==> config.mk <==
export PLATFORM = sky130hd
export DESIGN_NAME = cpu_clock_controller
export DESIGN_NICKNAME = d
export VERILOG_FILES = /design/src/rtl/clock_ctrl_pkg.sv /design/src/rtl/clock_divider_counter.sv /design/src/rtl/cpu_clock_controller.sv
export SDC_FILE = /design/constraint.sdc
export NUM_CORES = 1
export LEC_CHECK = 0
export CAP_MARGIN = 10
export CORE_MARGIN = 2
export CORE_UTILIZATION = 40
export CTS_BUF_LIST = sky130_fd_sc_hd__clkbuf_2 sky130_fd_sc_hd__clkbuf_4 sky130_fd_sc_hd__clkbuf_8
export DETAILED_ROUTE_END_ITERATION = 10
export PLACE_DENSITY_LB_ADDON = 0.3
export SYNTH_ARGS = -nofsm -noshare
export SYNTH_HDL_FRONTEND = slang
export SYNTH_SLANG_ARGS = --single-unit
==> constraint.sdc <==
create_clock -name clk -period 3.75 [get_ports clk]
set_clock_uncertainty 0.2 [all_clocks]
set_input_delay 0.75 -clock clk [delete_from_list [all_inputs] [get_ports clk]]
set_output_delay 0.75 -clock clk [all_outputs]
set_load 0.05 [all_outputs]
==> src/rtl/clock_ctrl_pkg.sv <==
// Shared types and constants for the CPU clock controller.
package clock_ctrl_pkg;

  typedef enum logic [1:0] {
    ST_PAUSED  = 2'b00,
    ST_RUN     = 2'b01,
    ST_STEP    = 2'b10,
    ST_STOPPED = 2'b11
  } clk_state_e;

  localparam int RUN_DIVIDE_DEFAULT = 4;

endpackage

==> src/rtl/clock_divider_counter.sv <==
// Modulo-N counter with enable and synchronous clear.
// tc flags the last count while enabled.
module clock_divider_counter
  import clock_ctrl_pkg::*;
#(
  parameter int N = RUN_DIVIDE_DEFAULT,
  parameter int W = 8
) (
  input  logic clk,
  input  logic rst_n,
  input  logic en,
  input  logic clr,
  output logic tc
);

  localparam logic [W-1:0] LAST = W'(N - 1);

  logic [W-1:0] cnt_q;
  logic [W-1:0] cnt_d;

  always_comb begin
    cnt_d = cnt_q;
    if (clr || !en) begin
      cnt_d = '0;
    end else if (cnt_q == LAST) begin
      cnt_d = '0;
    end else begin
      cnt_d = cnt_q + 1'b1;
    end
  end

  always_ff @(posedge clk or negedge rst_n) begin
    if (!rst_n) begin
      cnt_q <= '0;
    end else begin
      cnt_q <= cnt_d;
    end
  end

  assign tc = en && (cnt_q == LAST);

endmodule

==> src/rtl/cpu_clock_controller.sv <==
// Run/pause/step/halt control producing the CPU clock-enable
// and a wrapping count of issued CPU cycles.
module cpu_clock_controller
  import clock_ctrl_pkg::*;
#(
  parameter int RUN_DIVIDE  = RUN_DIVIDE_DEFAULT,
  parameter int DIV_WIDTH   = 8,
  parameter int CYCLE_WIDTH = 16
) (
  input  logic                   clk,
  input  logic                   rst_n,
  input  logic                   run_toggle_edge,
  input  logic                   step_edge,
  input  logic                   halt_req,
  output logic                   cpu_clk_en,
  output logic                   running,
  output logic                   stopped,
  output logic [CYCLE_WIDTH-1:0] cycle_count
);

  localparam longint MAX_DIV = longint'(1) << DIV_WIDTH;

  if (longint'(RUN_DIVIDE) < 1 ||
      longint'(RUN_DIVIDE) > MAX_DIV) begin : g_bad_div
    $fatal(1, "RUN_DIVIDE out of range");
  end

  clk_state_e state_q;
  clk_state_e state_d;

  logic [CYCLE_WIDTH-1:0] cycle_q;
  logic [CYCLE_WIDTH-1:0] cycle_d;

  logic div_tc;

  always_comb begin
    state_d = state_q;
    unique case (state_q)
      ST_PAUSED: begin
        if (run_toggle_edge) begin
          state_d = ST_RUN;
        end else if (step_edge) begin
          state_d = ST_STEP;
        end
      end
      ST_RUN: begin
        if (run_toggle_edge) begin
          state_d = ST_PAUSED;
        end
      end
      ST_STEP:    state_d = ST_PAUSED;
      ST_STOPPED: state_d = ST_STOPPED;
    endcase
    // halt beats any button edge in the same cycle
    if (halt_req) begin
      state_d = ST_STOPPED;
    end
  end

  clock_divider_counter #(
    .N (RUN_DIVIDE),
    .W (DIV_WIDTH)
  ) u_div (
    .clk   (clk),
    .rst_n (rst_n),
    .en    (state_q == ST_RUN),
    .clr   (state_d != ST_RUN),
    .tc    (div_tc)
  );

  assign cpu_clk_en = (state_q == ST_STEP) || div_tc;
  assign running    = (state_q == ST_RUN);
  assign stopped    = (state_q == ST_STOPPED);

  always_comb begin
    cycle_d = cycle_q;
    if (cpu_clk_en) begin
      cycle_d = cycle_q + 1'b1;
    end
  end

  always_ff @(posedge clk or negedge rst_n) begin
    if (!rst_n) begin
      state_q <= ST_PAUSED;
      cycle_q <= '0;
    end else begin
      state_q <= state_d;
      cycle_q <= cycle_d;
    end
  end

  assign cycle_count = cycle_q;

endmodule

Yosys cells after proc, flatten, opt, wreduce, memory -nomap -nowiden
Cells that the tools add are included.
{"block": "word_totals", "register_bits": 26, "input_bits": 5}
{"block": "op_classes", "n_addsub": 2, "eq_ne": 5, "n_mux": 7, "n_reduce_logical": 5}
{"op": "$add A16 B1 Y16 const B", "count": 1}
{"op": "$mux W8", "count": 2}
{"op": "$add A8 B1 Y8 const B", "count": 1}
{"op": "$eq A8 B2 Y1 const B", "count": 1}
{"op": "$mux W2", "count": 4}
{"op": "$pmux W2 S4", "count": 1}
{"op": "$eq A2 B2 Y1 const B", "count": 2}
{"op": "$eq A2 B1 Y1 const B", "count": 1}
{"op": "$logic_not A2 Y1", "count": 1}
{"op": "$logic_or A1 B1 Y1", "count": 2}
{"op": "$ne A2 B1 Y1 const B", "count": 1}
{"op": "$logic_and A1 B1 Y1", "count": 1}
{"op": "$logic_not A1 Y1", "count": 1}

Depth between registers and ports, before layout
Gate-level depths: netlist (run 1).
{"block": "logic_depth", "word_depth": 7, "ltp_mapped": 6, "ltp_nobuf": 5}

Modules after synthesis
Synthesis (run 1) repeated with hierarchy kept, for this count alone.
{"block": "unflattened", "hier_cells": 111, "hier_area_um2": 1258.7}
{"mod": "cpu_clock_controller", "instances": 1, "cells_per_inst": 72, "area_per_inst_um2": 870.8, "seq_area_each_um2": 450.4}
{"mod": "clock_divider_counter", "instances": 1, "cells_per_inst": 39, "area_per_inst_um2": 387.9, "seq_area_each_um2": 200.2}

Least setup slack after synthesis (run 1)
Ideal clock, no wire load.
{"block": "synth_timing", "path_type": "flip-flop to output port", "startpoint": "reg u_div.cnt_q[0]", "endpoint": "out cpu_clk_en", "t_arrival_ns": 1.624, "setup_slack_ns": 1.176, "path_stages_with_launch": 5, "path_cell_list": "dfrtp_1 ha_1 or4b_4 o31ai_4 buf_6"}
{"block": "synth_between", "elab_chain_cells": 3}
{"element": "from (decl)", "line": "clock_divider_counter.sv:18", "rtl": "logic [W-1:0] cnt_q;"}
{"element": "from (signal assigned)", "line": "clock_divider_counter.sv:36", "rtl": "cnt_q <= cnt_d;"}
{"element": "$eq A8 B2 Y1", "line": "clock_divider_counter.sv:40", "rtl": "assign tc = en && (cnt_q == LAST);"}
{"element": "$logic_and A1 B1 Y1", "line": "clock_divider_counter.sv:40"}
{"element": "$logic_or A1 B1 Y1", "line": "cpu_clock_controller.sv:71", "rtl": "assign cpu_clk_en = (state_q == ST_STEP) || div_tc;"}
{"element": "to (decl)", "line": "cpu_clock_controller.sv:15", "rtl": "output logic cpu_clk_en,"}
Every way passes these cells.

Final worst setup path (run 1)
Ends and elaborated chain as after synthesis.

==> out/summary.md, run 1 <==
The tools report the sequential standard cell area as 651 sq um. STA classifies the critical path startpoint as a flip-flop. The number of antenna diodes in the final layout is 0.

The run gives 167 as the placed cell count. Wires add up to 2.16 mm. Once layout is complete, the cells apart from fillers number 170. For the setup total negative slack, the log shows 0 ns.

TritonCTS built the clock tree. The run gives 539 sq um as the area of the multi-input gates. Sorting the synthesized cells by area gives the leading types as sky130_fd_sc_hd__dfrtp_1 53%, sky130_fd_sc_hd__xnor2_1 12%, sky130_fd_sc_hd__xor2_1 4.3%. Of the total synthesized cell area, the portion taken by XOR and XNOR cells is 15.8%. After floorplanning, the core was divided into 20 placement rows.

The number of CTS-inserted buffers is 3, and the number of nets with antenna violations after detailed routing is 0. In this run the cell area measured after placement is 0.00149 sq mm. After Yosys synthesis, and, or, nand and nor cells account for 23.4% of the synthesized area.

Among all flip-flop cells after synthesis, the most frequent one is sky130_fd_sc_hd__dfrtp_1. The DRC violation total after the first TritonRoute iteration is 30, and the HPWL after detailed placement is 1.56 mm. At the pin with the least slew margin, the transition time is 0.539 ns. For the leakage power, the log shows 0.000644 uW. The vertical die dimension works out to 59.1 um. The tightest slew margin relative to the limit is 63.8%, and the ratio of cells with drive above 1 in the final layout is 6.57%. The logs give 0 for the final global-route overflow total and 26 for the count of clock tree sinks. Setup violations remaining at the end of the flow were counted as 0. The area growth from synthesis to layout was 24.3%.

The via count of the first global-routing pass was 880; the clock-pin slew on the worst setup and hold paths was 0.13 ns. The CTS root buffer is sky130_fd_sc_hd__clkbuf_4. The first-pass GRT wire length was 3.80 mm. For the worst setup path, the data required time is 2.80 ns. Summing the sequential cell areas from Yosys gives 53.5% of the chip area. For the final-report max-slew violation count, the log shows 0. For the final weighted congestion in routability-driven placement, the log shows 0.731.

For this run, the post-layout net count is 146. Counting instances in the post-synthesis netlist gives the leading cell types as 26 x sky130_fd_sc_hd__dfrtp_1, 16 x sky130_fd_sc_hd__xnor2_1, 12 x sky130_fd_sc_hd__nor2_1. The maximum number of buffers from clock root to sink is 2. The tools report the post-cts repair resize count as 0. Of the total synthesized cell area, the portion taken by full adders, half adders and majority gates is 2.06%. The tools report the count of warnings emitted by yosys as 0.

Summing every instance area after synthesis gives 0.00122 sq mm. In the final routed layout, each cell accounts on average for 12.7 um. Entering global routing, the biggest net connects 27 pins. The run gives 0.268 mV as the peak ir drop on the vdd network. The filler cells instantiated in the layout total 281.

Classification of the worst-slack hold path: flip-flop to flip-flop. The critical path class is flip-flop to output pin. Detailed routing inserted a total of 865 vias.

Summed over all instances, the cell type with the most area after synthesis is sky130_fd_sc_hd__dfrtp_1. The run finished with clean final reports. Hold is met by 0.258 ns. The net count after synthesis was 117; the total global-route track usage was 13.9%.

In the synthesized netlist, mux cells make up 0.926% of the area. The initial utilization of the core area, before any placement, comes to 40.8%. The count of buffers added on input and output ports is 23. In this run the worst path has a maximum fanout of 17.

For this design the ratio of total power to cell area is 329 mW/mm^2. The final design instance area without fill was 0.00151 sq mm. Combinational family with the most area after synthesis: simple AND/OR/NAND/NOR gates. Clock latency at the later pin of the worst-skew pair: 0.31 ns.

Pin placement for this block handled 24 I/O pins. The synthesized netlist devotes 2.16% of its cell area to compound gates. The run gives 0 as the total of hold buffers inserted after clock tree synthesis.

The share of the synthesized area in the top cell type was 53.5%. The number of enable flip-flop cells after synthesis works out to 0. The die width is 59.1 um, and the number of instances in the synthesized netlist is 110. Setup repair after global routing left no endpoint under its margin. The worst hold path begins at u_div.cnt_q[0]. Static timing analysis puts the maximum clock frequency at 0.327 GHz. At the worst endpoint, the arrival time is 2.10 ns. The most common cell in the synthesized netlist is sky130_fd_sc_hd__dfrtp_1. After synthesis the netlist holds a flip-flop and latch count of 26.

The first detailed-routing pass ran for 4 iterations. The number of remaining DRC errors was 0; the number of vias per cell was 5.09. Dividing the final minimum period by the clock period gives 81.4%. The number of buffers added for setup after CTS came out at 0. The worst setup path is captured at an output pin.

The tools report the number of hold violations in the final report as 0. Initial antenna violation count: 0. The start point of the critical path was u_div.cnt_q[0]. The average instance in the mapped netlist occupies 11.1 sq um. The core box area is 0.00298 sq mm. The critical register-to-register path startpoint was u_div.cnt_q[0]. The number of max-capacitance violations reported came out at 0.

The final critical-path required period came out at 3.05 ns. Utilization after layout: 50.8%. The logs give 1 for the maximum level of the CTS H-tree and 0.00350 sq mm for the overall die area. The share of synthesized registers carrying an async set or reset works out to 100%. The number of distinct library cells after synthesis is 23.
==> report_power, final <==
group          internal (uW)  total, uW  switching (uW)
clock                   37.5        113            75.2
sequential               290        303            12.2
combinational           29.7       81.8            52.1
total                    358        497             139
==> layer usage <==
layer / vias up / part of all wire (%) / global-route usage (%)
met5: - / 0 / 0
met4: 0 / 0 / 2.92
met3: 0 / 4.3 / 3.06
met2: 18 / 47 / 22.4
met1: 420 / 49 / 19.5
li1: 427 / - / -
==> worst max-delay path: stages, from the launching register on <==
cell                      delay, ns
sky130_fd_sc_hd__dfrtp_1       0.38
sky130_fd_sc_hd__ha_1          0.22
sky130_fd_sc_hd__or4b_4        0.50
sky130_fd_sc_hd__o31ai_4       0.22
sky130_fd_sc_hd__buf_4         0.24
sky130_fd_sc_hd__buf_4         0.23
==> sequential cells by signal (all words and copies together), names as in the netlist <==
| name | flops |
|---|---|
| state_q | 2 |
| u_div.cnt_q | 8 |
| cycle_count | 16 |
==> path summary, 6_finish.rpt <==
check,endpoint,slack (ns),cells past startpoint
max reg2reg,cycle_count[13],1.50,6
min in group asynchronous,cycle_count[15],0.59,2
max,cpu_clk_en,0.70,5
min,u_div.cnt_q[0],0.26,1
max in group asynchronous,cycle_count[12],2.52,2
min reg2reg,u_div.cnt_q[0],0.26,1
==> cell families (layout without fill, tap and decap cells) <==
kind of cell	Yosys count	after routing
AND/OR/NAND/NOR	52	52
flip-flops	26	26
XOR/XNOR	22	22
buffers and inverters	5	32
adder cells (fa/ha/maj)	2	2
AO/OA/AOI/OAI	2	2
multiplexers	1	1
==> placed cells by master (no fill, tap or decap) <==
cell	n
sky130_fd_sc_hd__dfrtp_1	26
sky130_fd_sc_hd__clkdlybuf4s50_1	22
sky130_fd_sc_hd__xnor2_1	16
sky130_fd_sc_hd__nor2_1	12
sky130_fd_sc_hd__nand3_1	9
sky130_fd_sc_hd__xor2_1	6
sky130_fd_sc_hd__nand4_1	6
sky130_fd_sc_hd__nand2_1	6
sky130_fd_sc_hd__nand2b_1	5
sky130_fd_sc_hd__and3_1	5
sky130_fd_sc_hd__inv_1	4
sky130_fd_sc_hd__clkbuf_4	3
sky130_fd_sc_hd__buf_4	3
sky130_fd_sc_hd__or3_1	2
sky130_fd_sc_hd__ha_1	2
sky130_fd_sc_hd__and2_1	1
sky130_fd_sc_hd__nor2b_1	1
sky130_fd_sc_hd__nor4b_1	1
sky130_fd_sc_hd__or4b_4	1
sky130_fd_sc_hd__nor3_1	1
sky130_fd_sc_hd__o21ai_1	1
sky130_fd_sc_hd__o31ai_4	1
sky130_fd_sc_hd__and4_1	1
sky130_fd_sc_hd__and4b_1	1
sky130_fd_sc_hd__mux2_2	1
==> metrics by stage <==
stage | total power, uW | setup slack (ns)
final | 497 | 0.696
after global routing | 519 | 0.583
after CTS | 505 | 0.682
after detailed placement | 391 | 1.05
after global placement | 389 | 1.07
after floorplan | 354 | 1.18
==> final cells by class <==
class	count	share of cell area, %
repair buffers	25	16.1
multi-input cells	79	35.7
well taps	33	2.73
inverters	4	0.993
clock buffers	3	1.49
flip-flops and latches	26	43.0
Note: power is estimated with default switching activity, not from simulation.
==> inputs of run 2 (changes only) <==
==> constraint.sdc (replaced) <==
create_clock -name clk -period 3.11 [get_ports clk]
set_clock_uncertainty 0.2 [all_clocks]
set_input_delay 0.622 -clock clk [delete_from_list [all_inputs] [get_ports clk]]
set_output_delay 0.622 -clock clk [all_outputs]
set_load 0.05 [all_outputs]
==> run 2 against run 1 <==
  * Total power increased by 40%
  * Clock power up 110%
  * Design area grew 2.8%
  * First-iteration DRC count up 23%
  * Combinational power up 21%
  * Critical endpoint unchanged
  * Largest cell class unchanged
  * Highest routed layer is now met4
==> out/summary.md, run 2 (synthesis gave the netlist of run 1 again) <==
Dividing total power by cell area gives a power density of 448 mW/mm^2. The number of hold violations in the final report is 0. Buffers placed on the I/O ports in this run total 23. Setup violations remaining at the end of the flow were counted as 0.

The setup slack on the worst flop-to-flop path was 0.78 ns. The design internal power is 517 uW. The detailed router finished its first iteration with 37 violations. The hold path startpoint was u_div.cnt_q[0].

The via count of the first global-routing pass was 822; the final weighted congestion in routability-driven placement was 0.754. Across the run, the number of max-cap violations was 0. Once the floorplan was initialized, standard cells occupied 40.8% of the core.

The startpoint class of the critical path was a flip-flop. The peak ir drop on the vdd network came out at 0.313 mV. TritonCTS built the clock tree. The detailed router placed 852 vias in this run. The total of hold buffers inserted after clock tree synthesis is 0, and the highest clock frequency the design can meet is 0.365 GHz.

The first detailed-routing pass took 5 iterations. The count of clock tree sinks was 26; the leakage power was 0.000661 uW. The core region is 0.00298 sq mm. From left edge to right edge, the die measures 59.1 um. The data required time at the worst endpoint was 2.29 ns. The tools report the site row count as 20. The fraction of power spent switching nets is 25.8%, and the final global-route overflow total is 0. The worst reg-to-reg path cell count works out to 6. The longest clock path from root to sink contains 2 buffers. In this run, the combinational gates consume 14.3% of the power. The initial antenna violation count was 0. After layout, the minimum clock period comes to 2.74 ns. Using the TritonRoute via totals, the vias-per-cell ratio works out to 4.98.

Counting the fill cells in the layout gives 278. Across every metal layer, demand over resource in global routing totals 14.2%. After clock tree synthesis, the setup repair step added 0 buffers. Buffers inserted during clock tree synthesis total 3. Data on the critical path arrives at its endpoint at 1.92 ns. In this run the cell area measured after placement is 0.00150 sq mm. The flow ran to the end, and the final reports show no timing, DRC or antenna violations.

Switching power of the nets: 180 uW. The vertical die dimension is 59.1 um, and the flip-flop count of the largest register after layout is 16. Setup repair after global routing left no endpoint under its margin. The tightest slew margin relative to the limit came out at 61.8%.

The run gives 1 as the maximum level of the CTS H-tree. The endpoint of the worst hold path was u_div.cnt_q[0]. Detailed placement ended at an HPWL of 1.54 mm. For this run, the post-layout net count is 146. The run gives 2.15 mm as the total wire length.

In the final timing run, aggregate negative setup slack is 0 ns. Final hold analysis gives a worst-case slack of 0.270 ns. The number of nets with antenna violations after detailed routing was 0; the final worst-path cycle share was 88.1%. The number of antenna diodes in the final layout is 0.

The library cell used most frequently in the layout, excluding fill and tap cells, is sky130_fd_sc_hd__dfrtp_1. The first global-routing pass estimated 3.77 mm of wire. Critical register-to-register path endpoint: cycle_count[13]. The ratio of cells with drive above 1 in the final layout was 7.25%; the final design instance area without fill was 0.00155 sq mm. The classification of the worst-slack hold path is flip-flop to flip-flop. Clock latency on the worst-skew pair, taken at its later pin, is 0.32 ns. 24 I/O pins were placed. The CTS root buffer was sky130_fd_sc_hd__clkbuf_4.

The overall die area is 0.00350 sq mm. The clock-pin slew on the worst setup and hold paths was 0.14 ns. The library cells used most frequently in the layout, excluding fill and tap cells, are 26 x sky130_fd_sc_hd__dfrtp_1, 22 x sky130_fd_sc_hd__clkdlybuf4s50_1, 16 x sky130_fd_sc_hd__xnor2_1.

The share of total power dissipated in the clock network is 33.5%. The start point of the critical path was u_div.cnt_q[0]. In this run, post-CTS repair resized a total of 0 instances. The setup path with the least slack is of type flip-flop to output pin. Of all nets on the critical path, the largest fanout is 4.

In this run, flip-flops and latches consume 52.3% of the power. Cells fill 52.2% of the core in the end. Number of stages on the worst hold path: 1. The transition time at the pin with the least slew margin works out to 0.569 ns. The run gives 0 as the final-report max-slew violation count.

The tools report the number of remaining DRC errors as 0. In this run the critical register-to-register path is launched from u_div.cnt_q[0]. For the largest net degree at the start of global routing, the log shows 27.

STA classifies the critical path endpoint as an output pin. From synthesis to final layout, the design area changed by 27.8%. Routed wire length per instance: 12.5 um.
## run 2: cell types whose count changed in the layout (fill, tap and decap cells not counted)
cell / previous run / this run
sky130_fd_sc_hd__buf_4: 3 / 2
sky130_fd_sc_hd__buf_12: 0 / 1
sky130_fd_sc_hd__bufinv_16: 0 / 1
## run 2: how the worst max path moves through the flow
stage,slack [ns],endpoint,depth (start not counted)
detailed placement,0.73,cpu_clk_en,4
finish,0.37,cpu_clk_en,4
CTS,0.34,cpu_clk_en,4
global route,0.26,cpu_clk_en,4
floorplan,0.66,cpu_clk_en,4
global placement,0.75,cpu_clk_en,4
## run 2: metrics by stage
| stage | setup slack [ns] | power (uW) | instances |
|---|---|---|---|
| 2_1_floorplan | 0.664 | 427 | 110 |
| 3_3_place_gp | 0.750 | 469 | 167 |
| 3_5_place_dp | 0.727 | 471 | 167 |
| 4_1_cts | 0.337 | 707 | 171 |
| 5_1_grt | 0.265 | 730 | 171 |
| 6_report | 0.370 | 697 | 171 |
## run 2: final cells by class
cell class / count / area [sq um] / area share (%)
clock buffers: 3 / 22.5 / 1.45
clock inverters: 1 / 30.0 / 1.93
inverters: 4 / 15.0 / 0.966
multi-input cells: 79 / 539 / 34.7
flip-flops and latches: 26 / 651 / 41.9
well taps: 33 / 41.3 / 2.66
repair buffers: 25 / 255 / 16.4
## run 2: worst max-delay path: stages (launching register included)
cell                      delay, ns
sky130_fd_sc_hd__dfrtp_1       0.39
sky130_fd_sc_hd__ha_1          0.22
sky130_fd_sc_hd__or4b_4        0.50
sky130_fd_sc_hd__o31ai_4       0.30
sky130_fd_sc_hd__buf_12        0.18
## run 2: power by group through the flow
stage | clock network, uW | registers (uW) | logic (uW)
after floorplan | 0 | 412 | 14.8
after global placement | 0 | 370 | 98.0
after detailed placement | 0 | 371 | 100
after CTS | 241 | 365 | 101
after global routing | 256 | 367 | 106
final | 233 | 364 | 99.3
## run 2: per-layer routing
layer	part of all wire (%)	vias up	global-route usage, %	routed length, um
li1	-	432	-	-
met2	46	16	21.1	996
met3	4.1	2	4.15	88
met4	0.84	0	3.90	18
met5	0	-	0	0
met1	49	402	20.2	1040
==> inputs of run 3 (changes only) <==
--- a/config.mk
+++ b/config.mk
@@ -5,12 +5,12 @@
 export SDC_FILE = /design/constraint.sdc
 export NUM_CORES = 1
 export LEC_CHECK = 0
-export CAP_MARGIN = 10
 export CORE_MARGIN = 2
 export CORE_UTILIZATION = 40
 export CTS_BUF_LIST = sky130_fd_sc_hd__clkbuf_2 sky130_fd_sc_hd__clkbuf_4 sky130_fd_sc_hd__clkbuf_8
 export DETAILED_ROUTE_END_ITERATION = 10
 export PLACE_DENSITY_LB_ADDON = 0.3
+export SLEW_MARGIN = 20
 export SYNTH_ARGS = -nofsm -noshare
 export SYNTH_HDL_FRONTEND = slang
 export SYNTH_SLANG_ARGS = --single-unit
==> constraint.sdc (replaced) <==
create_clock -name clk -period 2.4 [get_ports clk]
set_clock_uncertainty 0.2 [all_clocks]
set_input_delay 0.48 -clock clk [delete_from_list [all_inputs] [get_ports clk]]
set_output_delay 0.48 -clock clk [all_outputs]
set_load 0.05 [all_outputs]
==> run 3 against run 2 <==
  * The flow now finishes with violations (negative setup slack)
  * Global-route usage rose by 0.89 points
  * Count of clock-buffer cells in the layout unchanged
  * Combinational power is 30% higher
==> out/summary.md, run 3 (synthesis gave the netlist of run 1 again) <==
The flow ran to the end, but the final reports show violations. The final reports fail on negative setup slack. The number of CTS-inserted buffers is 3. The tools report the number of hold violations in the final report as 0. The worst reg-to-reg path cell count works out to 6. Setup repair after global routing could not meet its margin everywhere. The setup path with the least slack is of type flip-flop to output pin. Clock tree synthesis selected as its root buffer the cell sky130_fd_sc_hd__clkbuf_4.

Counting I/O delays and the setup requirement, the final critical path takes 2.47 ns. The number of max-capacitance violations reported came out at 0. The logs give 27 for the largest net degree at the start of global routing and 0 for the number of remaining DRC errors. The worst register-to-register path ends at cycle_count[1].

For this run, the total global-route usage over all layers was measured as 15.1%. The routed design has 2.43 mm of wire. The tools report the initial antenna violation count as 0.

At the pin with the least slew margin, the transition time is 0.582 ns. The site row count is 20, and the maximum number of buffers from clock root to sink is 2. TritonCTS built the clock tree.

The run gives 26 as the count of clock tree sinks. Once detail routing completed, the nets flagged for antenna violations numbered 0. The number of vias per cell came out at 5.13.

Data required time at the worst endpoint: 1.72 ns. STA classifies the critical path endpoint as an output pin. The logs give 908 for the via count and 0.000693 uW for the leakage power. The endpoint arrival time on the critical path was 1.79 ns.

The diode insertion count for antenna repair was 0. Power spread over the standard cell area amounts to 566 mW/mm^2. The quantity of I/O buffers inserted on ports is 23.

The clock-pin slew on the worst setup and hold paths was 0.15 ns; the flip-flop count of the largest register after layout was 16. The final global-route overflow total was 0. The ratio of cells with drive above 1 in the final layout was 11.8%; the total of fill cells in the finished design was 263. At the later pin of the worst-skew pair, clock insertion delay measures 0.32 ns. The maximum level of the CTS H-tree was 1; the area growth from synthesis to layout was 31.2%.

For this run, the detailed router's first-pass iteration total came to 4. For the core box area, the log shows 0.00298 sq mm. The worst hold path begins at cycle_count[15].

The library cell used most frequently in the layout, excluding fill and tap cells, is sky130_fd_sc_hd__dfrtp_1. The via count of the first global-routing pass was 893. The logs give 0 for the final-report max-slew violation count and 0.485 mV for the peak ir drop on the vdd network. The tightest slew margin relative to the limit is 61.0%, and the highest clock frequency the design can meet is 0.405 GHz.

The final weighted congestion in routability-driven placement was 0.793; the final worst-path cycle share was 103%. Hold timing on the final database bottoms out at a slack of 0.293 ns. For the post-layout net count, the log shows 152.

Classification of the worst-slack hold path: flip-flop to flip-flop. The tools report the DRC violation total after the first TritonRoute iteration as 29. The number of stages on the worst hold path works out to 1. The setup slack on the worst flop-to-flop path is 0.14 ns.

Measured along the x axis, the die boundary spans 59.1 um. For the final worst setup slack, the log shows -0.0695 ns. For hold timing, the worst endpoint is cycle_count[15]. The run gives 1 as the final setup violation count. Measured along the y axis, the die boundary spans 59.1 um. Utilization after layout: 53.6%. The die covers 0.00350 sq mm. The largest fanout on the critical path is 2. The top cell types in the final layout, fill and taps aside, are 26 x sky130_fd_sc_hd__dfrtp_1, 20 x sky130_fd_sc_hd__clkdlybuf4s50_1, 16 x sky130_fd_sc_hd__xnor2_1. After legalization and detailed placement, the total HPWL measured 1.76 mm. The startpoint identified for the worst register-to-register timing path is u_div.cnt_q[1]. The routed wire length per instance is 13.7 um, and the first-pass GRT wire length is 3.99 mm. The run gives 24 as the number of primary I/O pins.

For the setup total negative slack, the log shows -0.0695 ns. The startpoint class of the critical path is a flip-flop. The initial utilization of the core area, before any placement, comes to 40.8%.
[run 3: area by class of cell]
type,count,area (sq um),area share (%)
flip-flops and latches,26,651,40.8
repair buffers,31,297,18.6
inverters,4,15.0,0.941
clock inverters,1,30.0,1.88
well taps,33,41.3,2.59
clock buffers,3,22.5,1.41
multi-input cells,79,539,33.8
[run 3: what timing repair did]
item,CTS,global route
pin swaps,1,0
hold buffers,0,0
setup endpoints to repair,2,1
cloned,0,0
gates resized for setup,1,0
setup buffers,3,0
[run 3: how the worst max path moves through the flow]
stage | start | to | slack [ns]
5_1_grt | u_div.cnt_q[1] | cpu_clk_en | -0.15
3_3_place_gp | u_div.cnt_q[0] | cpu_clk_en | 0.21
3_5_place_dp | u_div.cnt_q[0] | cycle_count[1] | 0.18
2_1_floorplan | u_div.cnt_q[0] | cpu_clk_en | 0.1
4_1_cts | u_div.cnt_q[0] | cpu_clk_en | -0.09
6_report | u_div.cnt_q[1] | cpu_clk_en | -0.07
[run 3: layer usage]
layer	vias up	wire (um)	GRT usage, %
met5	-	0	0
met4	0	53	5.84
met3	4	89	3.28
met2	18	1140	24.1
met1	439	1150	20.0
li1	447	-	-
[run 3: critical path, stage by stage (launching register included)]
cell and delay [ns]:
sky130_fd_sc_hd__dfrtp_1 0.38, sky130_fd_sc_hd__ha_1 0.16, sky130_fd_sc_hd__or4b_4 0.48, sky130_fd_sc_hd__o31ai_4 0.28, sky130_fd_sc_hd__buf_12 0.18
[run 3: through the flow]
stage               worst slack, ns  power [uW]  cells  cell area (sq um)
finish                      -0.0695         902    177               1600
global route                 -0.148         943    177               1600
CTS                         -0.0875         914    177               1600
detailed placement            0.177         610    170               1520
global placement              0.205         609    170               1520
floorplan                    0.0957         553    110               1220
[run 3: power breakdown]
group | switching (uW) | internal (uW) | total, uW | leakage (uW)
Combinational | 82.5 | 46.1 | 129 | 0.000315
Clock | 132 | 169 | 301 | 0.0000279
Sequential | 18.9 | 454 | 473 | 0.000350
Total | 234 | 669 | 902 | 0.000693
